`src/rtl/sdram_sched_pkg.sv`:
```
// sdram_sched_pkg: shared widths, port indices and FSM states for sdram_port_scheduler.
package sdram_sched_pkg;
  localparam int ASIZE = 23;
  localparam int LEN_W = 9;
  localparam int LVL_W = 16;
  localparam logic [1:0] RD1 = 2'd0;
  localparam logic [1:0] RD2 = 2'd1;
  localparam logic [1:0] WR1 = 2'd2;
  localparam logic [1:0] WR2 = 2'd3;
  typedef enum logic [1:0] {IDLE, ISSUE, WAIT_DONE, UPDATE} state_t;
endpackage

```
`src/rtl/sdram_port_scheduler_if.sv`:
```
// sdram_port_scheduler_if: port configuration, FIFO levels and command-engine handshake.
// master: scheduler side (drives REQ_*, GRANT_MASK, BUSY).
// slave: host / command-engine side (drives LOAD, START_ADDR, MAX_ADDR, LENGTH, LEVEL, REQ_READY, DONE).
// Vectors are packed per port, port 0 (RD1) in the low slice, port 3 (WR2) in the high slice.
interface sdram_port_scheduler_if;
  import sdram_sched_pkg::*;
  logic [3:0]         LOAD;
  logic [4*ASIZE-1:0] START_ADDR;
  logic [4*ASIZE-1:0] MAX_ADDR;
  logic [4*LEN_W-1:0] LENGTH;
  logic [4*LVL_W-1:0] LEVEL;
  logic               REQ_VALID;
  logic               REQ_READY;
  logic               REQ_WRITE;
  logic [ASIZE-1:0]   REQ_ADDR;
  logic [LEN_W-1:0]   REQ_LEN;
  logic [1:0]         REQ_PORT;
  logic               DONE;
  logic [3:0]         GRANT_MASK;
  logic               BUSY;
  modport master (
    input  LOAD, START_ADDR, MAX_ADDR, LENGTH, LEVEL, REQ_READY, DONE,
    output REQ_VALID, REQ_WRITE, REQ_ADDR, REQ_LEN, REQ_PORT, GRANT_MASK, BUSY
  );
  modport slave (
    output LOAD, START_ADDR, MAX_ADDR, LENGTH, LEVEL, REQ_READY, DONE,
    input  REQ_VALID, REQ_WRITE, REQ_ADDR, REQ_LEN, REQ_PORT, GRANT_MASK, BUSY
  );
endinterface

```
`src/rtl/sdram_rr_pick.sv`:
```
// sdram_rr_pick: combinational 4-way round-robin picker.
// req: request vector; ptr: last granted index (search starts at ptr+1).
// gnt: one-hot grant (zero when no request); idx: granted index.
module sdram_rr_pick (
  input  logic [3:0] req,
  input  logic [1:0] ptr,
  output logic [3:0] gnt,
  output logic [1:0] idx
);
  // Scan from farthest to nearest so the nearest requester after ptr is written last.
  always_comb begin
    idx = 2'd0;
    for (int k = 4; k >= 1; k--) idx = req[2'(ptr + 2'(k))] ? 2'(ptr + 2'(k)) : idx;
    gnt = |req ? 4'b0001 << idx : 4'b0000;
  end
endmodule

```
`src/rtl/sdram_port_scheduler.sv`:
```
// sdram_port_scheduler: four-port SDRAM page-burst scheduler (RD1, RD2, WR1, WR2).
// Ports: CLK, RESET_N (synchronous, active-low); bus (sdram_port_scheduler_if.master)
//   carrying per-port LOAD/START_ADDR/MAX_ADDR/LENGTH/LEVEL, the REQ_* handshake to the
//   command engine, DONE, one-hot GRANT_MASK and BUSY.
// Optional SCHED_RD_PRIORITY_EN: eligible reads always beat writes, with a separate
//   round-robin pointer per pair; otherwise a single 4-way round-robin.
module sdram_port_scheduler
  import sdram_sched_pkg::*;
(
  input logic                   CLK,
  input logic                   RESET_N,
  sdram_port_scheduler_if.master bus
);
  state_t           state_q, state_d;
  logic [ASIZE-1:0] addr_q [4];
  logic [ASIZE-1:0] addr_d [4];
  logic [ASIZE-1:0] max_q [4];
  logic [ASIZE-1:0] max_d [4];
  logic [LEN_W-1:0] len_q [4];
  logic [LEN_W-1:0] len_d [4];
  logic [ASIZE-1:0] req_addr_q, req_addr_d;
  logic [LEN_W-1:0] req_len_q, req_len_d;
  logic [1:0]       port_q, port_d;
  logic [3:0]       grant_q, grant_d;
  logic             reload_q, reload_d;
  logic [3:0]       elig, pick_gnt;
  logic [1:0]       pick_idx;
  logic             grant_ok;
  logic [ASIZE:0]   lim;
  logic [ASIZE-1:0] adv_addr;

  always_comb begin
    elig = '0;
    for (int i = 0; i < 4; i++)
      elig[i] = len_q[i] != '0 && ((i < 2) ? bus.LEVEL[i*LVL_W +: LVL_W] < LVL_W'(len_q[i])
                                           : bus.LEVEL[i*LVL_W +: LVL_W] >= LVL_W'(len_q[i]));
  end

  assign grant_ok = state_q == IDLE && |elig && !(|bus.LOAD);

`ifdef SCHED_RD_PRIORITY_EN
  logic       rd_ptr_q, rd_ptr_d, wr_ptr_q, wr_ptr_d;
  logic [3:0] rd_gnt, wr_gnt;
  logic [1:0] rd_idx, wr_idx;
  sdram_rr_pick u_rd_pick (.req({2'b00, elig[1:0]}), .ptr({1'b0, rd_ptr_q}), .gnt(rd_gnt), .idx(rd_idx));
  sdram_rr_pick u_wr_pick (.req({2'b00, elig[3:2]}), .ptr({1'b0, wr_ptr_q}), .gnt(wr_gnt), .idx(wr_idx));
  assign pick_gnt = |elig[1:0] ? rd_gnt : {wr_gnt[1:0], 2'b00};
  assign pick_idx = |elig[1:0] ? rd_idx : {1'b1, wr_idx[0]};
  always_comb begin
    rd_ptr_d = grant_ok && !pick_idx[1] ? pick_idx[0] : rd_ptr_q;
    wr_ptr_d = grant_ok && pick_idx[1] ? pick_idx[0] : wr_ptr_q;
  end
  // Pointers start on the second port of each pair so RD1 and WR1 win first.
  always_ff @(posedge CLK) begin
    if (!RESET_N) begin
      rd_ptr_q <= 1'b1;
      wr_ptr_q <= 1'b1;
    end else begin
      rd_ptr_q <= rd_ptr_d;
      wr_ptr_q <= wr_ptr_d;
    end
  end
`else
  logic [1:0] ptr_q, ptr_d;
  sdram_rr_pick u_pick (.req(elig), .ptr(ptr_q), .gnt(pick_gnt), .idx(pick_idx));
  always_comb ptr_d = grant_ok ? pick_idx : ptr_q;
  always_ff @(posedge CLK) ptr_q <= !RESET_N ? WR2 : ptr_d;
`endif

  // Wrap test in ASIZE+1 bits: a negative max-len (max < len) forces a wrap.
  always_comb begin
    lim = {1'b0, max_q[port_q]} - (ASIZE+1)'(len_q[port_q]);
    adv_addr = (!lim[ASIZE] && {1'b0, addr_q[port_q]} < lim) ? addr_q[port_q] + ASIZE'(len_q[port_q])
                                                            : bus.START_ADDR[port_q*ASIZE +: ASIZE];
  end

  always_comb begin
    state_d    = state_q;
    port_d     = port_q;
    grant_d    = grant_q;
    req_addr_d = req_addr_q;
    req_len_d  = req_len_q;
    // A reload of the in-flight port cancels its post-burst advance.
    reload_d   = state_q == IDLE ? 1'b0 : reload_q | bus.LOAD[port_q];
    for (int i = 0; i < 4; i++) begin
      addr_d[i] = bus.LOAD[i] ? bus.START_ADDR[i*ASIZE +: ASIZE]
                : (state_q == UPDATE && port_q == 2'(i) && !reload_q) ? adv_addr : addr_q[i];
      max_d[i]  = bus.LOAD[i] ? bus.MAX_ADDR[i*ASIZE +: ASIZE] : max_q[i];
      len_d[i]  = bus.LOAD[i] ? bus.LENGTH[i*LEN_W +: LEN_W] : len_q[i];
    end
    case (state_q)
      IDLE: if (grant_ok) begin
        state_d    = ISSUE;
        port_d     = pick_idx;
        grant_d    = pick_gnt;
        req_addr_d = addr_q[pick_idx];
        req_len_d  = len_q[pick_idx];
      end
      ISSUE:     state_d = bus.REQ_READY ? WAIT_DONE : ISSUE;
      WAIT_DONE: state_d = bus.DONE ? UPDATE : WAIT_DONE;
      UPDATE: begin
        state_d = IDLE;
        grant_d = '0;
      end
      default:   state_d = IDLE;
    endcase
  end

  always_ff @(posedge CLK) begin
    if (!RESET_N) begin
      state_q    <= IDLE;
      port_q     <= RD1;
      grant_q    <= '0;
      req_addr_q <= '0;
      req_len_q  <= '0;
      reload_q   <= 1'b0;
      for (int i = 0; i < 4; i++) begin
        addr_q[i] <= '0;
        max_q[i]  <= '0;
        len_q[i]  <= '0;
      end
    end else begin
      state_q    <= state_d;
      port_q     <= port_d;
      grant_q    <= grant_d;
      req_addr_q <= req_addr_d;
      req_len_q  <= req_len_d;
      reload_q   <= reload_d;
      for (int i = 0; i < 4; i++) begin
        addr_q[i] <= addr_d[i];
        max_q[i]  <= max_d[i];
        len_q[i]  <= len_d[i];
      end
    end
  end

  assign bus.REQ_VALID  = state_q == ISSUE;
  assign bus.REQ_WRITE  = port_q[1];
  assign bus.REQ_ADDR   = req_addr_q;
  assign bus.REQ_LEN    = req_len_q;
  assign bus.REQ_PORT   = port_q;
  assign bus.GRANT_MASK = grant_q;
  assign bus.BUSY       = state_q != IDLE;
endmodule

```
`src/flat_wrapper.sv`:
```
// flat-port wrapper written by rule: the top's interface ports become plain ports
module sdram_port_scheduler_flat import sdram_sched_pkg::*;
  (CLK, RESET_N, bus_LOAD, bus_START_ADDR, bus_MAX_ADDR, bus_LENGTH, bus_LEVEL, bus_REQ_READY, bus_DONE, bus_REQ_VALID, bus_REQ_WRITE, bus_REQ_ADDR, bus_REQ_LEN, bus_REQ_PORT, bus_GRANT_MASK, bus_BUSY);
  sdram_port_scheduler_if bus_i ();
  input logic CLK;
  input logic RESET_N;
  input wire logic [$bits(bus_i.LOAD)-1:0] bus_LOAD;
  input wire logic [$bits(bus_i.START_ADDR)-1:0] bus_START_ADDR;
  input wire logic [$bits(bus_i.MAX_ADDR)-1:0] bus_MAX_ADDR;
  input wire logic [$bits(bus_i.LENGTH)-1:0] bus_LENGTH;
  input wire logic [$bits(bus_i.LEVEL)-1:0] bus_LEVEL;
  input wire logic [$bits(bus_i.REQ_READY)-1:0] bus_REQ_READY;
  input wire logic [$bits(bus_i.DONE)-1:0] bus_DONE;
  output wire logic [$bits(bus_i.REQ_VALID)-1:0] bus_REQ_VALID;
  output wire logic [$bits(bus_i.REQ_WRITE)-1:0] bus_REQ_WRITE;
  output wire logic [$bits(bus_i.REQ_ADDR)-1:0] bus_REQ_ADDR;
  output wire logic [$bits(bus_i.REQ_LEN)-1:0] bus_REQ_LEN;
  output wire logic [$bits(bus_i.REQ_PORT)-1:0] bus_REQ_PORT;
  output wire logic [$bits(bus_i.GRANT_MASK)-1:0] bus_GRANT_MASK;
  output wire logic [$bits(bus_i.BUSY)-1:0] bus_BUSY;
  assign bus_i.LOAD = bus_LOAD;
  assign bus_i.START_ADDR = bus_START_ADDR;
  assign bus_i.MAX_ADDR = bus_MAX_ADDR;
  assign bus_i.LENGTH = bus_LENGTH;
  assign bus_i.LEVEL = bus_LEVEL;
  assign bus_i.REQ_READY = bus_REQ_READY;
  assign bus_i.DONE = bus_DONE;
  assign bus_REQ_VALID = bus_i.REQ_VALID;
  assign bus_REQ_WRITE = bus_i.REQ_WRITE;
  assign bus_REQ_ADDR = bus_i.REQ_ADDR;
  assign bus_REQ_LEN = bus_i.REQ_LEN;
  assign bus_REQ_PORT = bus_i.REQ_PORT;
  assign bus_GRANT_MASK = bus_i.GRANT_MASK;
  assign bus_BUSY = bus_i.BUSY;
  sdram_port_scheduler u_core (.CLK(CLK), .RESET_N(RESET_N), .bus(bus_i));
endmodule
```
`config.mk`:
```
export PLATFORM = sky130hd
export DESIGN_NAME = sdram_port_scheduler_flat
export DESIGN_NICKNAME = d
export VERILOG_FILES = /design/src/rtl/sdram_sched_pkg.sv /design/src/rtl/sdram_port_scheduler_if.sv /design/src/rtl/sdram_rr_pick.sv /design/src/rtl/sdram_port_scheduler.sv /design/src/flat_wrapper.sv
export SDC_FILE = /design/constraint.sdc
export NUM_CORES = 1
export LEC_CHECK = 0
export ABC_AREA = 1
export BUFFER_PORTS_ARGS = -buffer_cell sky130_fd_sc_hd__buf_2
export CAP_MARGIN = 20
export CORE_MARGIN = 2
export CORE_UTILIZATION = 60
export DETAILED_ROUTE_END_ITERATION = 10
export GPL_TIMING_DRIVEN = 0
export PLACE_DENSITY_LB_ADDON = 0.3
export SLEW_MARGIN = 20
export SYNTH_ARGS = -nofsm -noshare
export SYNTH_HDL_FRONTEND = slang
export SYNTH_HIERARCHICAL = 1
export SYNTH_SLANG_ARGS = --single-unit
```
`constraint.sdc`:
```
create_clock -name CLK -period 13.4 [get_ports CLK]
set_clock_uncertainty 0.2 [all_clocks]
set_input_delay 1.34 -clock CLK [delete_from_list [all_inputs] [get_ports CLK]]
set_output_delay 1.34 -clock CLK [all_outputs]
set_load 0.05 [all_outputs]
```
==> results of run 1 <==
-- registers in the layout (all words and copies together) (netlist names), named ones only --
signal                 cells
u_core/ptr_q               2
u_core/addr_q             92
u_core/bus.GRANT_MASK      4
u_core/state_q             1
u_core/bus.REQ_PORT        2
u_core/max_q              92
u_core/len_q              36
u_core/bus.REQ_LEN         9
u_core/bus.REQ_ADDR       23
u_core/reload_q            1
-- worst paths after layout --
check                         start                      to  slack [ps]  cells after the start
max                       flip-flop    u_core/addr_q[1][14]        6450                     33
min          u_core/bus.REQ_ADDR[2]  u_core/bus.REQ_ADDR[2]         280                      2
max reg2reg               flip-flop    u_core/addr_q[1][14]        6450                     33
min reg2reg  u_core/bus.REQ_ADDR[2]  u_core/bus.REQ_ADDR[2]         280                      2
-- per-stage QoR --
stage | hold WS (ps) | cells | total power, uW
2_1_floorplan | 251.3 | 2584 | 1503
3_3_place_gp | 260.5 | 3309 | 1761
3_5_place_dp | 268.2 | 3309 | 1786
4_1_cts | 281.8 | 3359 | 2604
5_1_grt | 296.4 | 3359 | 2737
6_report | 276.5 | 3360 | 2646
-- cells in the final DEF, fill, tap and decap left out, types with 22 or more instances in the layout --
cell       count
a21oi_1      136
a22oi_1       23
buf_2        338
clkbuf_1      80
clkbuf_16     29
dfxtp_1       81
edfxtp_1     184
ha_1          74
inv_1        388
nand2_1      567
nand2_2       27
nand2_4       22
nand3_1      232
nor2_1       407
o21ai_0      118
o221ai_1      23
o22ai_1       28
-- critical path, delay by kind of cell (launching register included) --
kind                     cells  cell delay, ps
AO/OA/AOI/OAI                5             720
XOR/XNOR                     1             220
adder cells (fa/ha/maj)      3             890
buffers and inverters        9            2320
flip-flops                   1             360
AND/OR/NAND/NOR             15            2100
-- layer usage --
metal / track usage [%] / routed length, um / vias to the layer above
met4: 23.27 / 4119 / 0
met3: 13.23 / 9810 / 309
met2: 68.19 / 31210 / 1486
met1: 52.41 / 25250 / 9102
li1: - / - / 9079
met5: 0 / 0 / -
-- where the power goes --
| part | switching (uW) | leakage (uW) | total (uW) | internal [uW] |
|---|---|---|---|---|
| combinational | 576 | 0.00796 | 837 | 261 |
| clock | 336 | 0.000470 | 830 | 493 |
| sequential | 34.2 | 0.00266 | 980 | 945 |
-- cells by family (layout without fill, tap and decap cells) --
| logic type | Yosys count | count (layout) | share of synthesized area, % |
|---|---|---|---|
| AOI/OAI and AO/OA | 361 | 361 | 11.44 |
| xor gates and xnor gates | 34 | 34 | 1.621 |
| adders and majority gates | 76 | 76 | 5.259 |
| buffers and inverters | 530 | 909 | 11.75 |
| DFF | 265 | 265 | 38.91 |
| other | 0 | 1 | 0 |
| and+or+nand+nor | 1318 | 1318 | 31.02 |
-- final cells by class --
cell class / count / area (sq um) / area share (%)
sequential: 265 / 7147 / 33.26
tap: 396 / 495.5 / 2.306
timing repair buffer: 329 / 1647 / 7.663
buffer: 128 / 636.9 / 2.964
multi-input combinational: 1789 / 9072 / 42.22
inverter: 402 / 1525 / 7.098
clock buffer: 34 / 754.5 / 3.511
antenna: 1 / 2.502 / 0.01165
clock inverter: 16 / 206.4 / 0.9608
==> summary.md, run 1 <==
| Metric | Value |
|---|---|
| Static leakage | `0.01109 uW` |
| Peak VDD IR | `0.0001122 V` |
| # fillers | `2540` |
| Setup-failing EPs final | `0` |
| Setup TNS | `0 ps` |
| Max incr delay on CP | `430 ps` |
| # rows | `64` |
| Worst setup margin | `6446 ps` |
| Routed length per placed instance | `20.95 um` |
| GP Congestion | `1.040` |
| Post-CTS sizing | `0` |
| Final Cell Area | `approximately 21000 sq um` |
| Die area | `32030 sq um` |
| Worst slew margin | `29.76%` |
| Synth top cells by count | `571 x nand2_1, 407 x nor2_1, 389 x inv_1, 232 x nand3_1, 184 x edfxtp_1` |
| Async SR Flop Fraction | `0%` |
| Final hold vios | `0` |
| CP endpoint kind | `flip-flop` |
| 1st-iter DRT viols | `2800` |
| Synth Register Bits | `265` |
| Max Buffers Root-to-Sink | `3` |
| Vias | `19980` |
| Seq/Total Area, Yosys | `about two fifths` |
| RSZ-0062 raised after global routing | `no` |
| # hold bufs at CTS | `0` |
| CP max stage cell | `buf_2` |
| Yosys top cell area share | `between 30% and 40%` |
| Area Overhead vs Synth | `16.98%` |
| Core box area | `slightly above 30000 sq um` |
| CTS H-tree depth | `1` |
| Syn avg cell area | `7.108 sq um` |
| Main synth FF type | `edfxtp_1` |
| Data required time of the worst path | `13640 ps` |
| Max cap viols | `0` |
| Largest net degree at the start of global routing | `33` |
| Ranking of synthesized cells by area | `edfxtp_1 30%, nand2_1 12%, dfxtp_1 8.8%, nor2_1 8.3%, inv_1 7.9%` |
| Worst EP arrival | `7190 ps` |
| Syn nets | `2952` |
| Hold Crit Class | `flip-flop to flip-flop` |
| WL final | `70390 um` |
| # IOs | `333` |
| Area post-placement | `20520 sq um` |
| TritonCTS buffer count | `28` |
| Synthesized instance count | `2584` |
| Detailed-route vias per instance | `5.945` |
| Pwr dens | `123.2 nW/um^2` |
| Startpoint class of the critical path | `flip-flop` |
| Final antenna-violating net count | `0` |
| Layout cell share with drive strength beyond 1 | `16.74%` |
| Die height | `179.0 um` |
| Post-route clock period utilization | `51.89%` |
| Postcts setup bufs | `0` |
| Slew Viols, Final | `0` |
| Status | `complete, no violations` |
| Initial antenna violation count | `2` |
| Post-synth EDFFs | `184` |
| Dominant cell type by area after synthesis | `edfxtp_1` |
| GR Overflow Total | `0` |
| Vias in the first global route | `18930` |
| Port buffer count | `329` |
| Yosys cell types | `47` |
| Root buf cell | `clkbuf_16` |
| Initial core utilization | `60.52%` |
| Setup CP Type | `flip-flop to flip-flop` |
| Crit-path max FO | `10` |
| Nets@finish | `~3300` |
| Remaining DRCs | `0` |
| CTS clk-pin slew, worst paths | `60 ps` |
| Num Clock Sinks | `265` |
| Worst slack at placement | `roughly 6800 ps` |
| Drt first pass iters | `7` |
| Die width | `179.0 um` |
| Finished Core Util | `70.80%` |
| Most frequent CP cell | `nand2_1` |
| First-pass GRT wire length | `103400 um` |
| GRT Util Overall | `43.03%` |
| Top-count cell post-synth | `nand2_1` |
| Half-perimeter wire length after detailed placement | `52780 um` |
| Worst-Skew Late Latency | `580 ps` |
| Minimum clock period | `a little under 7000 ps` |
| Least-Margin Pin Slew | `1054 ps` |
| YS warnings | `6` |
| CTS tree | `done` |
| Max Clk Rate | `143.8 MHz` |
| Synthesized cell area | `~18000 sq um` |
No activity file was read; power rests on OpenSTA's default activity.
==> run 2: changes to the inputs <==
Settings changed: CORE_UTILIZATION 60 to 52.
Clock period 13.4 ns to 6.1 ns, I/O delays scaled along.
==> summary.md, run 2 (synthesis results as in run 1) <==
| Metric | Value |
|---|---|
| Status | `complete, no violations` |
| Minimum clock period | `5795 ps (-1158 ps)` |
| Vias | `19780 (-1.0%)` |
| Final Cell Area | `21760 sq um (+1.3%)` |
| Total chip power | `5905 uW (+120%)` |
| Max Clk Rate | `172.6 MHz (+20%)` |
| RSZ-0062 raised after global routing | `no` |
| Worst-Skew Late Latency | `590 ps (about the same)` |
| Initial core utilization | `53.04% (-7.5 points)` |
| Final antenna-violating net count | `0 (unchanged)` |
| Placed cell count | `3370 (+1.8%)` |
| Die width | `191.9 um (+7.3%)` |
| CP endpoint kind | `flip-flop` |
| CTS H-tree depth | `1 (unchanged)` |
| CTS clk-pin slew, worst paths | `70 ps (about the same)` |
| Area post-placement | `20640 sq um (+0.55%)` |
| Post-route clock period utilization | `95.00% (+43 points)` |
| 1st-iter DRT viols | `2615 (-6.6%)` |
| Hold Crit Class | `input pin to flip-flop` |
| Final hold vios | `0 (unchanged)` |
| # IOs | `333 (unchanged)` |
| Num Clock Sinks | `265 (unchanged)` |
| CTS tree | `done` |
| Pwr dens | `271.4 nW/um^2 (+120%)` |
| Die height | `191.9 um (+7.3%)` |
| Largest net degree at the start of global routing | `33 (unchanged)` |
| Remaining DRCs | `0 (unchanged)` |
| TritonCTS buffer count | `30 (+7.1%)` |
| Fin cells | `3421 (+1.8%)` |
| Port buffer count | `329 (unchanged)` |
| GP Congestion | `1.054 (+1.4%)` |
| Layout cell share with drive strength beyond 1 | `17.50% (+0.76 points)` |
| Detailed-route vias per instance | `5.780 (-2.8%)` |
| Half-perimeter wire length after detailed placement | `54360 um (+3.0%)` |
| Core box area | `34630 sq um (+14%)` |
| Most common cell after layout, fill and taps aside | `nand2_1` |
| Setup CP Type | `flip-flop to flip-flop` |
| GRT Util Overall | `37.54% (-5.5 points)` |
| Initial antenna violation count | `0 (-2)` |
| Nets@finish | `3311 (unchanged)` |
| Worst EP arrival | `5930 ps (-1260 ps)` |
| Slew Viols, Final | `0 (unchanged)` |
| # hold bufs at CTS | `0 (unchanged)` |
| Die area | `36840 sq um (+15%)` |
| Startpoint class of the critical path | `flip-flop` |
| Root buf cell | `clkbuf_16` |
| Most frequent cells in the layout | `567 x nand2_1, 406 x nor2_1, 388 x inv_1` |
| Max incr delay on CP | `400 ps (-30 ps)` |
| Worst slew margin | `26.84% (-2.9 points)` |
| Least-Margin Pin Slew | `1097 ps (+43.80 ps)` |
| Drt first pass iters | `7 (unchanged)` |
| # rows | `68 (+6.3%)` |
| First-pass GRT wire length | `104000 um (+0.56%)` |
| Setup-failing EPs final | `0 (unchanged)` |
| Peak VDD IR | `0.0002280 V (+100%)` |
| WL final | `71130 um (+1.1%)` |
| Crit-path max FO | `19 (+9)` |
| GR Overflow Total | `0 (unchanged)` |
| Data required time of the worst path | `6240 ps (-7400 ps)` |
| Area Overhead vs Synth | `18.47%` |
| Vias in the first global route | `18520 (-2.2%)` |
| Routed length per placed instance | `20.79 um (-0.75%)` |
| Antenna diode count | `0 (-1)` |
| CP max stage cell | `fa_1` |
| Max cap viols | `0 (unchanged)` |
| Max Buffers Root-to-Sink | `3 (unchanged)` |
| Static leakage | `0.01119 uW (+0.84%)` |
| Top Registers | `u_core/addr_q x92, u_core/max_q x92, u_core/len_q x36` |
## run 2: cell type report
class / count / area [sq um]
multi-input combinational: 1789 / 9116
clock inverter: 17 / 150.1
buffer: 122 / 640.6
clock buffer: 38 / 897.1
sequential: 265 / 7147
inverter: 402 / 1523
timing repair buffer: 333 / 1717
fill: 3191 / 12870
tap: 455 / 569.3
## run 2: path summary, 6_finish.rpt
kind	cells after the start	endpoint	slack (ps)	from
setup reg to reg	30	u_core/addr_q[1][14]	300	flip-flop
hold / removal	3	u_core/len_q[0][8]	50	bus_LENGTH[8]
hold reg to reg	2	u_core/bus.REQ_ADDR[9]	280	u_core/bus.REQ_ADDR[9]
setup / recovery	30	u_core/addr_q[1][14]	300	flip-flop
## run 2: where the power goes
group          internal (uW)  switching [uW]
Clock                   1120             787
Combinational            587            1260
Sequential              2080            76.1
Total                   3790            2120
## run 2: through the flow
stage | util (%) | setup TNS (ps) | hold WS (ps) | worst slack, ps
5_1_grt | 62.84 | 0 | 80.17 | 4.083
4_1_cts | 62.69 | 0 | 49.09 | 24.22
2_1_floorplan | - | 0 | 251.3 | 1037
6_report | 62.84 | 0 | 54.19 | 304.8
3_5_place_dp | 59.60 | -47670 | 265.3 | -581.3
3_3_place_gp | 59.44 | -32640 | 258.3 | -435.5
## run 2: critical path: cells and delay by family (launching register included)
family,cells,cell delay (ps)
buffers and inverters,8,1410
AO/OA/AOI/OAI,4,630
XOR/XNOR,1,190
adder cells (fa/ha/maj),3,870
flip-flops,1,350
AND/OR/NAND/NOR,14,1900
## run 2: repair_timing
action / 4_1_cts / 5_1_grt
buffers inserted: 0 / 2
resized for setup: 11 / 20
setup endpoints to repair: 92 / 92
pin swaps: 0 / 1
## run 2: per-layer routing
layer | global-route usage, % | up-vias | part of all wire [%]
met3 | 6.742 | 264 | 11
met1 | 48.38 | 9138 | 39
met5 | 0 | - | 0
met4 | 17.69 | 0 | 5.4
met2 | 61.15 | 1294 | 45
li1 | - | 9079 | -
